`src/rtl/sfr_framer.sv`:
```
// Serial frame receiver: hunts for a 4-bit sync word, then assembles BYTES_PER_FRAME
// bytes MSB-first into a one-deep output buffer. Define SFR_FRAMER_PARITY_EN for even parity.
module sfr_framer #(
    parameter logic [3:0] SYNC_WORD       = 4'hA,
    parameter int         BYTES_PER_FRAME = 4
) (
    input  logic       i_clk,
    input  logic       i_rst,
    input  logic       i_d,
    input  logic       i_en,
    input  logic       i_ready,
    output logic [7:0] o_data,
    output logic       o_valid,
    output logic       o_locked,
    output logic       o_overflow,
    output logic       o_perr
);

    // state | meaning
    // HUNT  | shifting serial bits into the window, waiting for SYNC_WORD
    // DATA  | assembling frame bytes; o_locked high
    typedef enum logic {HUNT, DATA} state_t;

`ifdef SFR_FRAMER_PARITY_EN
    localparam int         SHW      = 8;
    localparam logic [3:0] BIT_LAST = 4'd8;
`else
    localparam int         SHW      = 7;
    localparam logic [3:0] BIT_LAST = 4'd7;
`endif
    localparam logic [7:0] BYTE_LAST = 8'(BYTES_PER_FRAME - 1);

    state_t           state, state_nxt;
    logic [3:0]       win;
    logic [3:0]       win_shift;
    logic [3:0]       bit_cnt;
    logic [7:0]       byte_cnt;
    logic [SHW-1:0]   shreg;
    logic [7:0]       byte_val;
    logic             perr_val;
    logic             byte_done;
    logic             frame_done;
    logic             drain;

    assign o_locked = (state == DATA);

    always_comb begin
        state_nxt  = state;
        win_shift  = {win[2:0], i_d};
        byte_done  = 1'b0;
        frame_done = 1'b0;
        drain      = o_valid && i_ready;
`ifdef SFR_FRAMER_PARITY_EN
        // the last captured bit is the parity bit; the data byte is already complete
        byte_val   = shreg;
        perr_val   = ^{shreg, i_d};
`else
        byte_val   = {shreg, i_d};
        perr_val   = 1'b0;
`endif
        case (state)
            HUNT: begin
                if (i_en && (win_shift == SYNC_WORD)) begin
                    state_nxt = DATA;
                end
            end
            DATA: begin
                if (i_en && (bit_cnt == BIT_LAST)) begin
                    byte_done = 1'b1;
                    if (byte_cnt == BYTE_LAST) begin
                        frame_done = 1'b1;
                        state_nxt  = HUNT;
                    end
                end
            end
            default: state_nxt = HUNT;
        endcase
    end

    always_ff @(posedge i_clk or posedge i_rst) begin
        if (i_rst) begin
            state    <= HUNT;
            win      <= 4'h0;
            bit_cnt  <= 4'd0;
            byte_cnt <= 8'd0;
            shreg    <= '0;
        end else begin
            state <= state_nxt;
            if (i_en) begin
                if (state == HUNT) begin
                    win      <= win_shift;
                    bit_cnt  <= 4'd0;
                    byte_cnt <= 8'd0;
                end else if (byte_done) begin
                    bit_cnt <= 4'd0;
                    if (frame_done) begin
                        // a new sync must be built from four fresh bits
                        win      <= 4'h0;
                        byte_cnt <= 8'd0;
                    end else begin
                        byte_cnt <= byte_cnt + 8'd1;
                    end
                end else begin
                    bit_cnt <= bit_cnt + 4'd1;
                    shreg   <= {shreg[SHW-2:0], i_d};
                end
            end
        end
    end

    always_ff @(posedge i_clk or posedge i_rst) begin
        if (i_rst) begin
            o_data     <= 8'h00;
            o_valid    <= 1'b0;
            o_overflow <= 1'b0;
            o_perr     <= 1'b0;
        end else if (byte_done) begin
            if (!o_valid || i_ready) begin
                o_data  <= byte_val;
                o_perr  <= perr_val;
                o_valid <= 1'b1;
            end else begin
                o_overflow <= 1'b1;
            end
        end else if (drain) begin
            o_valid <= 1'b0;
        end
    end

endmodule

```
`config.mk`:
```
export PLATFORM = sky130hd
export DESIGN_NAME = sfr_framer
export DESIGN_NICKNAME = d
export VERILOG_FILES = /design/src/rtl/sfr_framer.sv
export SDC_FILE = /design/constraint.sdc
export NUM_CORES = 1
export LEC_CHECK = 0
export BUFFER_PORTS_ARGS = -buffer_cell sky130_fd_sc_hd__buf_2
export CAP_MARGIN = 0
export CELL_PAD_IN_SITES_DETAIL_PLACEMENT = 0
export CELL_PAD_IN_SITES_GLOBAL_PLACEMENT = 1
export CORE_ASPECT_RATIO = 1.25
export CORE_MARGIN = 8
export CORE_UTILIZATION = 45
export DETAILED_ROUTE_END_ITERATION = 7
export PLACE_DENSITY = 0.87
export SYNTH_ARGS = -nofsm -noshare
export SYNTH_HDL_FRONTEND = slang
export SYNTH_SLANG_ARGS = --single-unit
```
`constraint.sdc`:
```
create_clock -name i_clk -period 2.2 [get_ports i_clk]
set_input_delay 0.22 -clock i_clk [delete_from_list [all_inputs] [get_ports i_clk]]
set_output_delay 0.22 -clock i_clk [all_outputs]
set_load 0.02 [all_outputs]
```
# Yosys cells after proc, flatten, opt, wreduce, memory -nomap -nowiden
# Cells that the tools add are included.
# totals
elab_cells	51
reg_bits	33
out_inout_bits	12
in_bits	5
# classes
n_addsub	2
n_reduce_logical	12
n_mux	20
n_eq_ne	6
bitwise	3
# op_table
op	count
8-bit two-way mux	3
1-bit two-way mux	11
3-bit two-way mux	3
8-bit by 1-bit adder with 8-bit output, second input constant	1
8-bit by 2-bit equality test with 1-bit output, second input constant	1
4-bit two-way mux	2
2-bit AND reduction	4
2-bit by 1-bit != test with 1-bit output, second input constant	3
3-bit AND reduction	2
4-bit by 1-bit adder with 4-bit output, second input constant	1
4-bit by 3-bit equality test with 1-bit output, second input constant	1
4-bit equality test, second input constant	1
1-bit logical AND	3
1-bit inverter	3
1-bit one-hot mux with 2 select lines	1
2-bit nonzero test	1
1-bit zero test	1
1-bit logical OR	1

# Depth between registers and ports, before layout
# logic_depth
depth_word	7
ltp_mapped	5
mapped_depth_nobuf	5

# Worst setup path after synthesis
# Ideal clock, no wire load.
# synth_path
path_kind	flip-flop to flip-flop
start	reg bit_cnt[0]
end	reg o_data[0]
t_required_ns	2.075
path_slack_ns	0.561
stages_incl_launch_ff	5
path_buffers	0
synth_period_minus_slack_ns	1.639
arrival_time_ns	1.514
setup_time_ns	0.125
cell_sequence	dfrtp_1 > ha_1 > nand3b_2 > nor3_4 > mux2_2
# synth_via
elab_chain_cells	5
# synth_rtl
element	line	rtl
start, declared	36	logic [3:0] bit_cnt;
start signal, assigned	104	bit_cnt <= bit_cnt + 4'd1;
4-bit by 3-bit equality test with 1-bit output	68	if (i_en && (bit_cnt == BIT_LAST)) begin
1-bit logical AND	68	
1-bit two-way mux	68	
1-bit two-way mux	61	case (state)
2-bit AND reduction (no source line)	--	
end signal, assigned	119	o_data <= byte_val;
end, declared	12	output logic [7:0] o_data,
# No other way between the ends.
# A chain may end at the register's enable or synchronous reset.

# Final worst setup path
# Same ends and word-level chain as after synthesis.

==> summary.txt <==
Outcome
  – Run status: finished, violations left
  – Violations in the final reports: negative hold slack

Power and ir drop
  – Maximum vdd ir drop: 0.000619 V
  – Clock power share: 30.0%
  – Share of total power in sequential cells: 49.3%
  – Psw: 0.507 mW
  – Combinational Power Share: 20.7%
  – Leakage power summed over all cells: 0.811 nW
  – Internal power component: 1.17 mW
  – PwrDens: 980 nW/um^2
  – Sw Share: 30.3%

CTS
  – Clock sink count: 33
  – Maximum clock path buffer count: 2
  – Clock tree from TritonCTS: built
  – Clock root buffer: sky130_fd_sc_hd__clkbuf_8
  – Worst-Skew Late Latency: 0.29 ns
  – Number of post-CTS setup repair buffers: 0
  – Clock transition at path regs: 0.07 ns
  – Number of buffers created by CTS: 5
  – Total number of H-tree levels: 2
  – Post-cts resize count: 0
  – Hold-fix buffer count after cts: 0

Synth
  – Avg Cell Area, Syn: 12.2 um^2
  – Sequential element share of the synthesized area: 55.2%
  – Number of flops mapped to enable cells by yosys: 0
  – Top post-synthesis cells by area: sky130_fd_sc_hd__dfrtp_1 (55%), sky130_fd_sc_hd__mux2_2 (11%), sky130_fd_sc_hd__xnor2_1 (2.9%), sky130_fd_sc_hd__a22o_1 (2.3%), sky130_fd_sc_hd__nand2_1 (2.3%)
  – Net count after synthesis: 130
  – Syn Inst Count: 123
  – Most numerous cell in the Yosys netlist: sky130_fd_sc_hd__dfrtp_1
  – Distinct cell type count of the synthesized netlist: 35
  – Flop and latch count out of synthesis: 33
  – Share of async-settable or async-resettable flops after synthesis: 100%
  – Number of warnings issued by yosys: 0
  – Mapped Area: 1500 um^2
  – Top-area cell type share of the netlist area: 55.2%
  – Library cell occupying the most area in the post-synthesis netlist: sky130_fd_sc_hd__dfrtp_1
  – Most common library cells after synthesis: sky130_fd_sc_hd__dfrtp_1 (33), sky130_fd_sc_hd__mux2_2 (15), sky130_fd_sc_hd__nand2_1 (9)
  – Prevailing post-synth register cell: sky130_fd_sc_hd__dfrtp_1

Global routing
  – Antenna violations before repair: 0
  – GR Overflow Total: 0
  – Total routing usage reported by global routing: 11.6%
  – Largest net degree at the start of global routing: 34
  – Vias in the first global route: 1038
  – First-pass GRT wire length: 4.87 mm

Floorplanning
  – Die Width: 67.6 um
  – Initial core utilization: 46.8%
  – Core region area: 3190 um^2
  – Die Y-Extent: 80.4 um
  – Io pins: 17
  – Die area: 5430 um^2
  – Core Rows: 23

Worst setup path
  – Crit Path Max Fanout: 9
  – Nature of the critical path startpoint: register
  – Worst endpoint data arrival time: 2.02 ns
  – Worst endpoint required time: 2.38 ns
  – Crit end category: register
  – Critical path class: reg2reg

Cells and area
  – Number of nets in the finished design: 150
  – Area growth syn-to-layout: 14.4%
  – Number of antenna repair diodes: 0
  – Fraction of layout cells with a size suffix above 1: 33.3%

Timing
  – Post-route clock skew: 0.00689 ns
  – Achievable frequency: 542 MHz
  – Final slew viol count: 0
  – Unrepaired setup endpoints after global routing: no
  – Summed negative setup slack over all endpoints: 0 ns
  – Final Worst Setup Slack: 0.356 ns
  – Worst hold slack: -0.00416 ns
  – Final critical-path required period: 1.84 ns
  – Number of hold-slack violations in the final timing report: 23
  – Tcrit/Tclk final: 83.8%
  – Setup-failing EPs final: 0

Routing
  – First-pass detailed-route iteration total: 4
  – Routed wire length: 2.85 mm
  – # DRC: 0
  – Routed vias/inst: 5.53
  – Average wire per cell in the routed design: 15.8 um
  – Number of DRC markers in iteration 0: 21
  – Remaining number of nets flagged by the antenna check after routing: 0
  – Number of vias after detailed routing: 1001

Worst hold path
  – Classification of the worst-slack hold path: in2async

Placement
  – Setup Slack @ Placement: 0.368 ns
  – Port-buffer cells: 15
  – HPWL after DPL: 2.06 mm
  – Gpl congestion: 0.789

Job
  – Number of maximum-capacitance constraint violations: 0
[per-layer routing]
layer,GRT usage [%],share of wire (%),vias to the layer above
li1,-,-,479
met1,13.6,42,487
met2,18.3,50,30
met3,4.45,6.5,5
met4,5.03,1.6,0
met5,0,0,-
[logic make-up after synthesis]
logic type | count (synthesis) | synth area share [%]
other cells | 1 | 0.251
xor+xnor | 5 | 2.93
flops | 33 | 55.2
compound gates | 22 | 11.3
buf+inv | 8 | 2.51
simple gates | 36 | 14.1
mux | 16 | 12.0
fa+ha+maj | 2 | 1.67
[cell type report]
| type | count | area [um^2] |
|---|---|---|
| Fill cell | 274 | 1480 |
| Sequential cell | 33 | 826 |
| Multi-Input combinational cell | 82 | 632 |
| Clock buffer | 7 | 96.3 |
| Timing Repair Buffer | 17 | 90.1 |
| Tap cell | 37 | 46.3 |
| Inverter | 4 | 15.0 |
| Clock inverter | 1 | 5.00 |
[path summary, 6_finish.rpt]
check | from | endpoint | slack (ns) | cells past startpoint
max | bit_cnt[0] | o_data[0] | 0.36 | 4
min | i_rst | o_data[0] | -0.004 | 3
min in group i_clk | i_d | win[0] | 0.22 | 2
max reg2reg | bit_cnt[0] | o_data[0] | 0.36 | 4
max in group asynchronous | i_rst | byte_cnt[3] | 1.92 | 3
min reg2reg | o_overflow | o_overflow | 0.49 | 1
[critical path, cell delays in order, from the launching register on]
cell and delay (ns):
sky130_fd_sc_hd__dfrtp_1 0.38, sky130_fd_sc_hd__ha_1 0.23, sky130_fd_sc_hd__nand3b_2 0.25, sky130_fd_sc_hd__nor3_4 0.47, sky130_fd_sc_hd__mux2_2 0.39
[placed cells by master, fill, tap and decap left out, types with 3 or more instances in the layout]
master	netlist	layout
sky130_fd_sc_hd__o21ai_0	5	5
sky130_fd_sc_hd__clkbuf_8	0	7
sky130_fd_sc_hd__nand3_1	5	5
sky130_fd_sc_hd__nand2_1	9	9
sky130_fd_sc_hd__inv_1	4	4
sky130_fd_sc_hd__a21oi_1	5	5
sky130_fd_sc_hd__nand4_1	3	3
sky130_fd_sc_hd__nor2_1	6	6
sky130_fd_sc_hd__mux2_2	15	15
sky130_fd_sc_hd__buf_2	0	15
sky130_fd_sc_hd__xnor2_1	5	5
sky130_fd_sc_hd__a22o_1	4	4
sky130_fd_sc_hd__dfrtp_1	33	33
[power groups by stage]
| stage | Combinational, mW | Clock (mW) | Sequential (mW) |
|---|---|---|---|
| floorplan | 0.251 | 0 | 0.826 |
| CTS | 0.352 | 0.517 | 0.827 |
| finish | 0.347 | 0.503 | 0.826 |
| detailed placement | 0.349 | 0 | 0.838 |
| global route | 0.380 | 0.536 | 0.844 |
| global placement | 0.333 | 0 | 0.828 |
[through the flow]
step / power (mW) / hold slack (ns) / instances / instance area (um^2) / utilization, %
6_report: 1.68 / -0.00416 / 181 / 1710 / 53.5
2_1_floorplan: 1.08 / 0.349 / 123 / 1500 / -
5_1_grt: 1.76 / 0.0500 / 181 / 1710 / 53.5
3_5_place_dp: 1.19 / 0.327 / 173 / 1610 / 50.4
4_1_cts: 1.70 / 0.00923 / 181 / 1710 / 53.5
3_3_place_gp: 1.16 / 0.314 / 173 / 1610 / 50.4
[state kept, by name, summed over array words and instances (netlist names)]
signal	flops
o_valid	1
win	3
bit_cnt	4
o_locked	1
shreg	7
byte_cnt	8
o_data	8
o_overflow	1
(Power assumes the default switching activity.)
